$ cat config.mk
export PLATFORM = sky130hd
export DESIGN_NAME = pc_seq_ctrl
export DESIGN_NICKNAME = d
export VERILOG_FILES = /design/src/rtl/pc_seq_pkg.sv /design/src/rtl/pc_seq_timer.sv /design/src/rtl/pc_seq_ctrl.sv
export SDC_FILE = /design/constraint.sdc
export NUM_CORES = 1
export LEC_CHECK = 0
export CORE_MARGIN = 5
export CORE_UTILIZATION = 43
export DETAILED_ROUTE_END_ITERATION = 12
export PLACE_DENSITY_LB_ADDON = 0.1
export SYNTH_ARGS = -nofsm -noshare
export SYNTH_HDL_FRONTEND = slang
export SYNTH_HIERARCHICAL = 1
export SYNTH_SLANG_ARGS = --single-unit
export TNS_END_PERCENT = 5
$ cat constraint.sdc
create_clock -name clk -period 1.9 [get_ports clk]
set_input_delay 0.19 -clock clk [delete_from_list [all_inputs] [get_ports clk]]
set_output_delay 0.19 -clock clk [all_outputs]
set_load 0.02 [all_outputs]
$ cat src/rtl/pc_seq_pkg.sv
// pc_seq_pkg: shared state encoding and PC select codes for the fetch sequencer
package pc_seq_pkg;
  typedef enum logic [2:0] {S_IDLE, S_FETCH, S_STEP, S_JUMP, S_STOP, S_ERROR} state_e;
  localparam logic [1:0] SEL_RST  = 2'b00;
  localparam logic [1:0] SEL_HOLD = 2'b01;
  localparam logic [1:0] SEL_INC  = 2'b10;
  localparam logic [1:0] SEL_JUMP = 2'b11;
endpackage

$ cat src/rtl/pc_seq_timer.sv
// pc_seq_timer: clearable/freezable wait counter, expired at MAX_WAIT-1
module pc_seq_timer #(
  parameter int MAX_WAIT = 4
) (
  input  logic clk,
  input  logic rst,
  input  logic clr_i,
  input  logic en_i,
  output logic expired_o
);
  localparam int CW = $clog2(MAX_WAIT);
  logic [CW-1:0] cnt_q, cnt_d;
  always_comb cnt_d = clr_i ? '0 : en_i ? cnt_q + CW'(1) : cnt_q;
  always_ff @(posedge clk) begin
    if (!rst) cnt_q <= '0;
    else cnt_q <= cnt_d;
  end
  assign expired_o = cnt_q == CW'(MAX_WAIT - 1);
endmodule

$ cat src/rtl/pc_seq_ctrl.sv
// pc_seq_ctrl: fetch sequencer driving PC select, jump target and memory request
module pc_seq_ctrl
  import pc_seq_pkg::*;
#(
  parameter int W        = 8,
  parameter int MAX_WAIT = 4
) (
  input  logic         clk,
  input  logic         rst,
  input  logic         start_i,
  input  logic         stall_i,
  input  logic         halt_i,
  input  logic         br_valid_i,
  input  logic [W-1:0] br_target_i,
  output logic         br_ready_o,
  input  logic         mem_ack_i,
  output logic         mem_req_o,
  output logic [1:0]   sel_o,
  output logic [W-1:0] pc_tgt_o,
  output logic         busy_o,
  output logic         halted_o,
  output logic         err_o
);
  state_e state_q, state_d;
  logic br_pend_q, br_pend_d, halt_pend_q, halt_pend_d;
  logic [W-1:0] tgt_q, tgt_d;
  logic active, br_take, halt_now, fetch_go, expired;
  assign active   = state_q inside {S_FETCH, S_STEP, S_JUMP};
  assign br_take  = br_valid_i & br_ready_o;
  assign halt_now = halt_pend_q | halt_i;
  assign fetch_go = state_q == S_FETCH & ~stall_i;
  pc_seq_timer #(.MAX_WAIT(MAX_WAIT)) u_timer (
    .clk      (clk),
    .rst      (rst),
    .clr_i    (state_q != S_FETCH | (fetch_go & mem_ack_i)),
    .en_i     (fetch_go & ~mem_ack_i),
    .expired_o(expired)
  );
  always_ff @(posedge clk) begin
    if (!rst) begin
      state_q     <= S_IDLE;
      br_pend_q   <= 1'b0;
      halt_pend_q <= 1'b0;
      tgt_q       <= '0;
    end else begin
      state_q     <= state_d;
      br_pend_q   <= br_pend_d;
      halt_pend_q <= halt_pend_d;
      tgt_q       <= tgt_d;
    end
  end
  // a branch latched in the same cycle as the ack is taken immediately
  always_comb begin
    state_d = state_q;
    case (state_q)
      S_IDLE, S_STOP: state_d = start_i ? S_FETCH : state_q;
      S_FETCH: if (fetch_go)
        state_d = mem_ack_i ? ((br_pend_q | br_take) ? S_JUMP : S_STEP) : (expired ? S_ERROR : S_FETCH);
      S_STEP, S_JUMP: state_d = halt_now ? S_STOP : S_FETCH;
      S_ERROR: state_d = S_ERROR;
      default: state_d = S_IDLE;
    endcase
  end
  always_comb begin
    br_pend_d   = state_q == S_JUMP ? 1'b0 : br_pend_q | br_take;
    tgt_d       = br_take ? br_target_i : tgt_q;
    halt_pend_d = state_d == S_STOP ? 1'b0 : halt_pend_q | (active & halt_i);
  end
  always_comb begin
    br_ready_o = active & ~br_pend_q;
    mem_req_o  = state_q == S_FETCH;
    sel_o      = state_q == S_IDLE ? SEL_RST : state_q == S_STEP ? SEL_INC :
                 state_q == S_JUMP ? SEL_JUMP : SEL_HOLD;
    pc_tgt_o   = tgt_q;
    busy_o     = active;
    halted_o   = state_q == S_STOP;
    err_o      = state_q == S_ERROR;
  end
endmodule

==> out/metrics.cfg <==
[setup_path]
cp-startpoint = state_q[1]
crit_buf_inv = 2
path_class = reg2out
worst-r2r-cell-count = 5
critPathCaptureType = primary output
timing.rr.start = state_q[1]
arrival_ns = 1.59
max_stage_delay_ns = 0.61
reg2reg_slack_ns = 0.55
crit_fanout = 7
path_cells = o21bai_1, inv_1, clkdlybuf4s50_1
cp-start-kind = flop
critPathTopFamily = buffers and inverters
crit_slowest_cell = clkdlybuf4s50_1
r2r_end = pc_tgt_o[4]
critPathRequiredTime_ns = 1.71

[sta]
maxSlewViolCount = 0
fin_crit_ns = 1.783
clock_skew_ns = 0.006958
slew_headroom = 0.7625
hold_viol_final = 0
fmax_mhz = 560.7
finalCritPeriodShare = 0.9387
worst_pin_slew_ns = 0.3559
setup-violations-final = 0
rsz0062_at_grt = false
fin_ws_ns = 0.1165
setup-tns-final_ns = 0

[placed_design]
place_ws_ns = 0.3500
dp_hpwl_microns = 1094
portBuffers = 29
placed_cells = 116
gp_congestion = 0.8406

[clock_network]
ctsResizeCount = 0
clkTransAtPathRegs_ns = 0.09
cts_root_buf = clkbuf_4
clock_path_buffers = 2
cts.hold.buffers_added = 0
clkLatencyLatePin_ns = 0.28
cts_buffers = 3
cts.sinks = 15
ctsHtreeMaxLevel = 1
cts_tree = yes
cts_setup_buffers = 0

[synthesis]
synth_edf_count = 0
syn_inst = 72
avgSynthCellArea_sq_um = 9.488
ys_seq_area_frac = 0.4396
synth_nets = 88
synthArstFlopShare = 0
synth_cell_types = 25
synthesis.area_sq_um = 683.2
ys_ff_latch = 15
ys.flop_type = dfxtp_1
yosys_warnings = 6

[cells_and_area]
fin_nets = 121
synthToLayoutAreaGrowth_pct = 49.45
regArea_sq_um = 302.8
multiInputGateArea_sq_um = 351.6
stdcell_count = 120
antennaDiodeCount = 0
n_fill_cell = 129
drive_above_1_share = 0.1250

[global_route]
grt_pass1_wl_microns = 2214
grt_max_degree = 12
antenna_found_initial = 0
grt_pass1_vias = 507
gr-total-overflow = 0
track_usage = 0.1150

[floorplan]
num_rows = 14
die-height_microns = 49.86
core_area_sq_um = 1506
die-area_sq_um = 2486
fp.dieW_microns = 49.86
io_pins = 30
initial_core_util = 0.4535

[routing]
drc = 0
drtIter0Drc = 4
wl_microns = 1380
num_vias = 587
vias_per_cell = 4.892
drtPass1Iterations = 4
wl_per_cell_microns = 11.50
ant_nets = 0

[pwr]
p_per_area_nw_per_um2 = 663.7
ir_worst_vdd_mv = 0.4655
power.leakage_nw = 0.4124

[status]
status = finished, final reports clean

[run]
maxCapViolations = 0

[hold_path]
worstHoldStart = pc_tgt_o[3]
worst_hold_path.num_cells = 2
hold_path.class = reg2reg
hold-path-endpoint = pc_tgt_o[3]

[worst max-delay path by stage]
stage	slack (ns)	depth (start not counted)	endpoint
after floorplan	0.44	5	u_timer/cnt_q[1]
after global placement	0.36	5	halt_pend_q
after detailed placement	0.35	5	halt_pend_q
after CTS	0.05	2	mem_req_o
after global routing	0.001	3	busy_o
final	0.12	3	busy_o
[cell usage after synthesis, drive strengths merged (2+ instances only)]
| master | count | area (sq um) |
|---|---|---|
| and2 | 3 | 18.77 |
| nand2b | 2 | 12.51 |
| a211oi | 3 | 27.52 |
| inv | 3 | 11.26 |
| nor2 | 16 | 60.06 |
| mux2i | 10 | 100.1 |
| o21ai | 2 | 10.01 |
| dfxtp | 15 | 300.3 |
| buf | 2 | 18.77 |
| a21oi | 2 | 10.01 |
| nor3b | 2 | 25.02 |
[cell usage in the layout, fill, tap and decap left out, types with 2 or more instances in the layout]
cell and instances:
dfxtp_1 13, dfxtp_2 2, mux2i_1 10, and2_1 3, inv_1 3, clkbuf_4 3, o21ai_0 2, buf_4 2
a211oi_1 2, a21oi_1 2, nor3b_2 2, nand2b_1 2, clkdlybuf4s50_1 28, nor2_1 16
[kinds of logic after synthesis]
logic type	after synthesis	synth area share
AO/OA/AOI/OAI	10	0.1044
XOR/XNOR	1	0.01282
adder cells (fa/ha/maj)	1	0.01831
buffers and inverters	6	0.04945
flip-flops	15	0.4396
multiplexers	10	0.1465
AND/OR/NAND/NOR	29	0.2289
[metal layers]
| layer | share of wire | wire length [microns] | global-route usage | vias up |
|---|---|---|---|---|
| li1 | - | - | - | 311 |
| met1 | 0.45 | 619 | 0.1436 | 258 |
| met2 | 0.47 | 650 | 0.1674 | 16 |
| met3 | 0.070 | 97 | 0.04217 | 2 |
| met4 | 0.0087 | 12 | 0.06550 | 0 |
| met5 | 0 | 0 | 0 | - |
[sequential cells by signal (all words and copies together), names as in the netlist]
name	count
pc_tgt_o	8
state_q	3
u_timer/cnt_q	2
br_pend_q	1
halt_pend_q	1
[metrics by stage]
| step | power, mW | cell area, sq um | hold WS, ns | utilization |
|---|---|---|---|---|
| 3_5_place_dp | 0.5122 | 985.9 | 0.4823 | 0.6545 |
| 2_1_floorplan | 0.4355 | 683.2 | 0.3117 | - |
| 6_report | 0.6777 | 1021 | 0.4974 | 0.6777 |
| 4_1_cts | 0.6923 | 1013 | 0.5054 | 0.6728 |
| 5_1_grt | 0.7264 | 1021 | 0.5002 | 0.6777 |
| 3_3_place_gp | 0.5106 | 985.9 | 0.4713 | 0.6545 |
[area by class of cell]
type | instances | share of cell area
multi-input cells | 51 | 0.3444
repair buffers | 31 | 0.3015
flip-flops and latches | 15 | 0.2966
clock buffers | 3 | 0.02206
well taps | 16 | 0.01961
inverters | 3 | 0.01103
clock inverters | 1 | 0.004902
[power by group]
group | internal [mW] | switching, mW
clock network | 0.0780 | 0.0958
registers | 0.330 | 0.0126
logic | 0.0900 | 0.0717
total | 0.498 | 0.180
[worst reg2reg max path, delay by kind of cell (launching register included)]
kind	cells	cell delay [ns]
flip-flops	1	0.45
AO/OA/AOI/OAI	1	0.16
AND/OR/NAND/NOR	2	0.24
buffers and inverters	1	0.20
multiplexers	1	0.20
No activity file was read; power rests on OpenSTA's default activity.
==> RTL change: new RTL, same settings <==
Put a register stage on the output `err_o`, with the module's reset. The value now appears one clock later. The other outputs are not delayed to match.
--- a/src/rtl/pc_seq_ctrl.sv
+++ b/src/rtl/pc_seq_ctrl.sv
@@ -22,4 +22,6 @@
   output logic         err_o
 );
+
+  logic err_d;
   state_e state_q, state_d;
   logic br_pend_q, br_pend_d, halt_pend_q, halt_pend_d;
@@ -75,6 +77,14 @@
     busy_o     = active;
     halted_o   = state_q == S_STOP;
-    err_o      = state_q == S_ERROR;
+    err_d      = state_q == S_ERROR;
   end
+  always_ff @(posedge clk) begin
+    if (!rst) begin
+      err_o <= '0;
+    end else begin
+      err_o <= err_d;
+    end
+  end
+
 endmodule
 
Check against the original RTL: not equivalent (Yosys sat finds a counterexample within 10 cycles, from zero or initial values and one cycle with rst low).
==> RTL change against the original RTL <==
- register-to-register slack got worse by 110 ps
- clock power increased by 30%
- wire length increased by 11%
- total power increased by 11%
- synthesized area increased by 2.6%
- clock skew decreased by 3.3 ps
- via count increased by 2.9%
- synthesized cell count decreased by 1.4%
- cell area increased by 2.6%
- sequential cell count increased by 1
- sequential power increased by 6.7%
- worst setup slack improved by 19 ps
- count of clock-buffer cells in the layout increased by 1
- critical path type unchanged
- critical endpoint unchanged
- largest cell class unchanged
==> RTL change: results (changes against the original RTL) <==
most instantiated cells after synthesis dfxtp_1, nor2_1, mux2i_1; share of layout cells above drive strength 1 10.6% (-1.9 points); filler instances 126 (-2.3%); FF-to-FF Start state_q[0]; routed vias 604 (+2.9%); Pwr Density 717 nW/um^2 (+8.0%); WHS Endpoint pc_tgt_o[6]; synthesized area per cell 9.87 sq um (+4.0%); maximum VDD drop 0.566 mV (+21%); drt first-iter violations 3 (-1); Non-clock buffers 30 (-3.2%); Clock Skew 3.66 ps (-3.30 ps); GRT Total Usage 13.3% (+1.8 points); hold_ws 502 ps (+4.28 ps); Setup WS pre-CTS 320 ps (-30.3 ps); cells after synthesis 71 (-1.4%); Setup crit start state_q[2]; ClkCell Share 3.46% (+0.77 points); flop-to-flop setup slack 440 ps (-110 ps); Data buffer area share 28.6% (-1.6 points); total power 0.750 mW (+11%); largest cells by area after synthesis dfxtp_1, mux2i_1, nor2_1; largest net degree at the start of global routing 11 (-1); Inverters excl. clock 2 (-1); vias in the first global route 612 (+21%); DPL Wire Length 1150 um (+4.8%); FF/Latch Area 323 sq um (+6.6%); Worst Reg-to-Reg Cells 4 (-1); area of the multi-input gates 362 sq um (+2.8%); #MultiIn Comb 52 (+2.0%); metal2 WL 741 um (+14%); Final GP Congestion 0.843 (+0.26%); CTS Sinks 16 (+1); synth unique cells 24 (-4.0%); Hold Path Origin pc_tgt_o[6]; met2 GRT Util 21.8% (+5.0 points); fin crit period 1760 ps (-19.0 ps); Post-Syn Nets 87 (-1.1%); met3 WL 79 um (-19%); critical-path maximum fanout 8 (+1); Slew HR 78.4% (+2.2 points); clock network power 0.227 mW (+30%); DRT Wirelength 1540 um (+11%); first-pass GRT wire length 2640 um (+19%); Arr. time, crit path 1570 ps (-20 ps); run status complete, no violations
RTL change: kinds of logic (layout without fill, tap and decap cells):
| kind of cell | after synthesis | in the layout | synth area share [%] |
|---|---|---|---|
| fa+ha+maj | 1 | 1 | 1.79 |
| simple gates | 30 | 30 | 24.3 |
| mux | 9 | 9 | 12.9 |
| compound gates | 11 | 11 | 11.4 |
| xor+xnor | 1 | 1 | 1.25 |
| buf+inv | 3 | 36 | 2.68 |
| flops | 16 | 16 | 45.7 |
RTL change: repair_timing:
| action | CTS | global route |
|---|---|---|
| setup endpoints to repair | 1 | 4 |
| pin swaps | 0 | 0 |
| gates resized for setup | 1 | 3 |
RTL change: critical path: stages, from the launching register on:
cell and delay [ps]:
dfxtp_2 380, o21bai_2 220, inv_1 80, clkdlybuf4s50_1 600
